`src/rtl/pipeline_ctrl_if.sv`:
```
// Signal bundle between the hazard/exception controller and the datapath
// stages, CP0 and the EX-stage divider. The controller side is the master.
interface pipeline_ctrl_if;
  logic        stallreq_if_i;
  logic        stallreq_id_i;
  logic        stallreq_ex_i;
  logic        stallreq_mem_i;
  logic        div_req_i;
  logic        div_ready_i;
  logic [31:0] exception_type_i;
  logic [31:0] cp0_epc_i;
  logic [5:0]  stall_o;
  logic        flush_o;
  logic [31:0] new_pc_o;
  logic        div_start_o;
  logic        div_annul_o;
  logic [31:0] stall_cycles_o;

  modport master (
    input  stallreq_if_i, stallreq_id_i, stallreq_ex_i, stallreq_mem_i,
    input  div_req_i, div_ready_i, exception_type_i, cp0_epc_i,
    output stall_o, flush_o, new_pc_o, div_start_o, div_annul_o,
    output stall_cycles_o
  );

  modport slave (
    output stallreq_if_i, stallreq_id_i, stallreq_ex_i, stallreq_mem_i,
    output div_req_i, div_ready_i, exception_type_i, cp0_epc_i,
    input  stall_o, flush_o, new_pc_o, div_start_o, div_annul_o,
    input  stall_cycles_o
  );
endinterface

```
`src/rtl/pipeline_ctrl.sv`:
```
// Central hazard/exception controller for the 5-stage MIPS32 pipeline.
// Generates the stall vector and flush pulse, the exception/ERET redirect
// PC, sequences the EX-stage multi-cycle divider and counts stall cycles.
//
// Divider FSM:
//   state    | meaning
//   DIV_IDLE | no divide in flight; a div_req launches the divider
//   DIV_BUSY | divider running, EX held until div_ready
//   DIV_DONE | one-cycle release window, EX captures the result
module pipeline_ctrl #(
  parameter logic [31:0] EXC_VECTOR = 32'h0000_0040
) (
  input  logic           clk,
  input  logic           rst,
  pipeline_ctrl_if.master bus
);

  localparam logic [31:0] EXC_ERET = 32'h0000_000e;
  localparam logic [31:0] CNT_MAX  = 32'hFFFF_FFFF;

  typedef enum logic [1:0] {
    DIV_IDLE = 2'd0,
    DIV_BUSY = 2'd1,
    DIV_DONE = 2'd2
  } div_state_e;

  div_state_e  div_state_q;
  logic [31:0] stall_cnt_q;
  logic [31:0] stall_cnt_d;

  logic        flush;
  logic        div_idle;
  logic        div_busy;
  logic        ex_req;
  logic [5:0]  stall_raw;
  logic [5:0]  stall;

  assign div_idle = (div_state_q == DIV_IDLE);
  assign div_busy = (div_state_q == DIV_BUSY);

  // An exception reaching MEM squashes everything younger this edge.
  assign flush = (bus.exception_type_i != 32'd0);

  // A divide holds EX from the cycle it is requested until its result lands;
  // the DONE window deliberately releases EX so the divide is not relaunched.
  assign ex_req = bus.stallreq_ex_i | (div_idle & bus.div_req_i) | div_busy;

  // Deepest requesting stage decides how much of the front end is frozen.
  always_comb begin
    stall_raw = 6'b000000;
    if (bus.stallreq_mem_i)      stall_raw = 6'b011111;
    else if (ex_req)             stall_raw = 6'b001111;
    else if (bus.stallreq_id_i)  stall_raw = 6'b000111;
    else if (bus.stallreq_if_i)  stall_raw = 6'b000011;
  end

  assign stall = flush ? 6'b000000 : stall_raw;

  // Redirect target, only meaningful while flushing.
  always_comb begin
    bus.new_pc_o = 32'd0;
    if (flush) begin
      if (bus.exception_type_i == EXC_ERET) bus.new_pc_o = bus.cp0_epc_i;
      else                                  bus.new_pc_o = EXC_VECTOR;
    end
  end

  assign bus.stall_o     = stall;
  assign bus.flush_o     = flush;
  assign bus.div_start_o = div_idle & bus.div_req_i & ~flush;
  // Reset clears the divider directly, so no annul is needed then.
  assign bus.div_annul_o = div_busy & flush & ~rst;

  // Saturating count of cycles that hold any part of the pipe.
  always_comb begin
    stall_cnt_d = stall_cnt_q;
    if ((stall != 6'b000000) && (stall_cnt_q != CNT_MAX))
      stall_cnt_d = stall_cnt_q + 32'd1;
  end

  // Divider sequencing: flush abandons any divide in progress.
  always_ff @(posedge clk) begin
    if (rst) begin
      div_state_q <= DIV_IDLE;
    end else if (flush) begin
      div_state_q <= DIV_IDLE;
    end else begin
      unique case (div_state_q)
        DIV_IDLE: if (bus.div_req_i)   div_state_q <= DIV_BUSY;
        DIV_BUSY: if (bus.div_ready_i) div_state_q <= DIV_DONE;
        DIV_DONE:                      div_state_q <= DIV_IDLE;
        default:                       div_state_q <= DIV_IDLE;
      endcase
    end
  end

  // Stall-cycle counter register.
  always_ff @(posedge clk) begin
    if (rst) stall_cnt_q <= 32'd0;
    else     stall_cnt_q <= stall_cnt_d;
  end

  assign bus.stall_cycles_o = stall_cnt_q;

endmodule

```
`src/flat_wrapper.sv`:
```
// flat-port wrapper written by rule: the top's interface ports become plain ports
module pipeline_ctrl_flat 
#(
  parameter logic [31:0] EXC_VECTOR = 32'h0000_0040
)
  (clk, rst, bus_stallreq_if_i, bus_stallreq_id_i, bus_stallreq_ex_i, bus_stallreq_mem_i, bus_div_req_i, bus_div_ready_i, bus_exception_type_i, bus_cp0_epc_i, bus_stall_o, bus_flush_o, bus_new_pc_o, bus_div_start_o, bus_div_annul_o, bus_stall_cycles_o);
  pipeline_ctrl_if bus_i ();
  input  logic clk;
  input  logic rst;
  input wire logic [$bits(bus_i.stallreq_if_i)-1:0] bus_stallreq_if_i;
  input wire logic [$bits(bus_i.stallreq_id_i)-1:0] bus_stallreq_id_i;
  input wire logic [$bits(bus_i.stallreq_ex_i)-1:0] bus_stallreq_ex_i;
  input wire logic [$bits(bus_i.stallreq_mem_i)-1:0] bus_stallreq_mem_i;
  input wire logic [$bits(bus_i.div_req_i)-1:0] bus_div_req_i;
  input wire logic [$bits(bus_i.div_ready_i)-1:0] bus_div_ready_i;
  input wire logic [$bits(bus_i.exception_type_i)-1:0] bus_exception_type_i;
  input wire logic [$bits(bus_i.cp0_epc_i)-1:0] bus_cp0_epc_i;
  output wire logic [$bits(bus_i.stall_o)-1:0] bus_stall_o;
  output wire logic [$bits(bus_i.flush_o)-1:0] bus_flush_o;
  output wire logic [$bits(bus_i.new_pc_o)-1:0] bus_new_pc_o;
  output wire logic [$bits(bus_i.div_start_o)-1:0] bus_div_start_o;
  output wire logic [$bits(bus_i.div_annul_o)-1:0] bus_div_annul_o;
  output wire logic [$bits(bus_i.stall_cycles_o)-1:0] bus_stall_cycles_o;
  assign bus_i.stallreq_if_i = bus_stallreq_if_i;
  assign bus_i.stallreq_id_i = bus_stallreq_id_i;
  assign bus_i.stallreq_ex_i = bus_stallreq_ex_i;
  assign bus_i.stallreq_mem_i = bus_stallreq_mem_i;
  assign bus_i.div_req_i = bus_div_req_i;
  assign bus_i.div_ready_i = bus_div_ready_i;
  assign bus_i.exception_type_i = bus_exception_type_i;
  assign bus_i.cp0_epc_i = bus_cp0_epc_i;
  assign bus_stall_o = bus_i.stall_o;
  assign bus_flush_o = bus_i.flush_o;
  assign bus_new_pc_o = bus_i.new_pc_o;
  assign bus_div_start_o = bus_i.div_start_o;
  assign bus_div_annul_o = bus_i.div_annul_o;
  assign bus_stall_cycles_o = bus_i.stall_cycles_o;
  pipeline_ctrl #(.EXC_VECTOR(EXC_VECTOR)) u_core (.clk(clk), .rst(rst), .bus(bus_i));
endmodule
```
`config.mk`:
```
export PLATFORM = sky130hd
export DESIGN_NAME = pipeline_ctrl_flat
export DESIGN_NICKNAME = d
export VERILOG_FILES = /design/src/rtl/pipeline_ctrl_if.sv /design/src/rtl/pipeline_ctrl.sv /design/src/flat_wrapper.sv
export SDC_FILE = /design/constraint.sdc
export NUM_CORES = 1
export LEC_CHECK = 0
export ABC_AREA = 0
export CORE_UTILIZATION = 25
export CTS_BUF_LIST = sky130_fd_sc_hd__clkbuf_4 sky130_fd_sc_hd__clkbuf_8
export DETAILED_ROUTE_END_ITERATION = 16
export PLACE_DENSITY_LB_ADDON = 0.1
export SYNTH_ARGS = -nofsm -noshare
export SYNTH_HDL_FRONTEND = slang
export SYNTH_SLANG_ARGS = --single-unit
```
`constraint.sdc`:
```
create_clock -name clk -period 2.2 [get_ports clk]
set_input_delay 0.33 -clock clk [delete_from_list [all_inputs] [get_ports clk]]
set_output_delay 0.33 -clock clk [all_outputs]
set_load 0.05 [all_outputs]
```
==> flow_summary.toml <==
[outcome]
status = "finished, final reports clean"

[worst_setup_path]
critPathBufInv = 3
cp_top_family = "buffers and inverters"
r2r_start = "u_core.bus.stall_cycles_o[2]"
crit_arrival_ns = 1.80
crit_path_start_kind = "primary input"
worstPathRequired_ns = 1.87
crit_path_cell_trace = "clkdlybuf4s50_1 -> or4_4 -> o21ai_4 -> nor3_4 -> buf_6 -> buf_12"
crit_path_end_kind = "primary output"
cp_max_fo = 4
max_stage_delay_ns = 0.51
path_depth = 6
cp_slowest_cell = "or4_4"
worstSetupPathType = "primary input to primary output"
reg2reg_depth = 6
crit_path_start = "bus_stallreq_id_i"

[power_and_ir_drop]
powerDensity_nw_per_um2 = 274
pwr-share-clk_pct = 35.8
power_frac_comb_pct = 12.8
p_sw_share_pct = 22.2
leakage_nw = 1.77
switching_power_w = 0.000266
seqPwrFrac_pct = 51.3
max-vdd-ir-drop_mv = 0.132
p_int_w = 0.000932

[grt]
grt_overflow = 0
grt_pass1_vias = 2579
grt_max_degree = 23
grt_use_total_pct = 17.9
grt_pass1_wl_um = 12400
antenna_found_initial = 0

[clocking]
ctsHtreeMaxLevel = 2
ctsLongestPathBuffers = 2
clkLatencyLatePin_ns = 0.29
root_buffer = "clkbuf_8"
numCtsBuffers = 5
cts_tree = "yes"
clk_pin_slew_worst_paths_ns = 0.06
clock_sinks = 34
holdBufCountCts = 0

[route]
dr.pass1.iters = 4
antenna_left = 0
drt-initial-drc-count = 99
viasPerCell = 4.70
via_count = 2558
wl_um = 7520
route.detailed.drc = 0
routedWlPerCell_um = 13.8

[cells_and_area]
fin_util_pct = 53.3
area_delta_synth_final_pct = 106
diodes = 0
drive_gt1_share_pct = 31.7
fill_cells = 795
fin_nets = 512

[synth]
synth_top_cells_by_count = "nor2_1, dfxtp_1, and2_1"
synth-async-reset-ratio_pct = 0
avgSynthCellArea_um2 = 8.10
synth_edf_count = 0
netlist_top_cells_area = "dfxtp_1, and2_1, xor2_1, nor2_1, nand4_1"
synth_warnings = 0
synth_area_um2 = 2120
syn_nets = 335
yosysUniqueCellTypes = 39
synthesis.instances = 262
synth_top_area_share_pct = 32.1
yosysSeqAreaShare_pct = 32.1
synthMostInstantiatedCell = "nor2_1"
synth-seq-cells = 34
synth-main-ff-cell = "dfxtp_1"
synth_top_cell_by_area = "dfxtp_1"

[floorplan]
core_um2 = 8220
fp.dieW_um = 94.1
dieHeight_um = 94.1
pin_count = 145
core.rowCount = 33
initial_core_util_pct = 25.8
die_area_um2 = 8860

[sta]
fin_hold_ws_ns = 0.490
tightestPinTransition_ns = 0.522
setup-tns-final_ns = 0
relSlewSlack_pct = 64.9
setup_viol = 0
timing.fmax_mhz = 469
period_share_pct = 96.9
fin_crit_ns = 2.13
hold_viol = 0
fin_skew_ns = 0.00403
maxSlewViolCount = 0
grt_setup_unrepaired = "false"

[hold_path]
hold_depth = 2
hp-class = "flop to flop"
min_from = "u_core.bus.stall_cycles_o[1]"

[placed_design]
io_buffers = 143
gp_congestion = 0.764
place_hpwl_um = 6190

[run]
cap_violations = 0
cells in the final DEF, fill, tap and decap left out, types with 8 or more instances in the layout:
| cell | count |
|---|---|
| and2_1 | 32 |
| and3_1 | 8 |
| buf_12 | 37 |
| buf_4 | 40 |
| clkbuf_2 | 14 |
| clkdlybuf4s50_1 | 73 |
| dfxtp_1 | 30 |
| nand2_1 | 14 |
| nand3_1 | 10 |
| nand4_1 | 21 |
| nor2_1 | 36 |
| xor2_1 | 22 |
flip-flops by register name, summed over array words and instances, names as in the netlist:
| register | cells |
|---|---|
| u_core.div_state_q | 2 |
| u_core.bus.stall_cycles_o | 32 |
power groups by stage:
stage               Sequential, W  Combinational, W  Clock [W]
detailed placement       0.000629          0.000170          0
finish                   0.000615          0.000154   0.000429
CTS                      0.000615          0.000161   0.000442
global route             0.000615          0.000166   0.000462
global placement         0.000629          0.000169          0
floorplan                0.000629         0.0000270          0
path summary, 6_finish.rpt:
kind                              endpoint  slack, ns
max                         bus_stall_o[0]       0.07
min           u_core.bus.stall_cycles_o[1]       0.49
max reg2reg  u_core.bus.stall_cycles_o[29]       0.28
min reg2reg   u_core.bus.stall_cycles_o[1]       0.49
cell type report:
class                   count  area (µm²)  share of cell area, %
multi-input cells         210        1450                   33.0
clock inverters             2        10.0                  0.229
well taps                 105         131                   3.00
clock buffers               5        68.8                   1.57
inverters                   4        15.0                  0.343
repair buffers            184        2020                   46.2
flip-flops and latches     34         686                   15.7
worst reg2reg max path: cells and delay by family, from the launching register on:
kind             cells  cell delay [ns]
AND/OR/NAND/NOR      5             1.07
multiplexers         1             0.34
flip-flops           1             0.40
metrics by stage:
| stage | instance area (µm²) | setup slack [ns] | instances | power (W) |
|---|---|---|---|---|
| 2_1_floorplan | 2160 | -0.0479 | 262 | 0.000656 |
| 3_5_place_dp | 4260 | -0.374 | 527 | 0.000800 |
| 5_1_grt | 4380 | 0.00150 | 544 | 0.00124 |
| 4_1_cts | 4420 | -0.0122 | 542 | 0.00122 |
| 6_report | 4380 | 0.0677 | 544 | 0.00120 |
| 3_3_place_gp | 4260 | -0.297 | 527 | 0.000798 |
layer usage:
metal | track usage (%) | vias up | share of wire, %
met5 | 0 | - | 0
met4 | 4.23 | 0 | 0.84
met3 | 4.77 | 5 | 7.0
met2 | 32.3 | 101 | 52
met1 | 20.7 | 1181 | 40
li1 | - | 1271 | -
cell families (layout without fill, tap and decap cells):
kind of cell / count (synthesis) / after routing / share of synthesized area [%]
muxes: 1 / 1 / 0.531
buffers and inverters: 18 / 195 / 3.83
AOI/OAI and AO/OA: 15 / 15 / 4.13
and+or+nand+nor: 167 / 167 / 48.3
DFF: 34 / 34 / 32.1
other: 1 / 1 / 0.177
adders and majority gates: 1 / 1 / 0.590
xor gates and xnor gates: 25 / 25 / 10.3
repair_timing:
action,CTS,global route
resized for setup,60,26
setup endpoints to repair,40,28
gates cloned,0,0
setup buffers,8,2
pin swaps,15,14
Note: power is estimated with default switching activity, not from simulation.
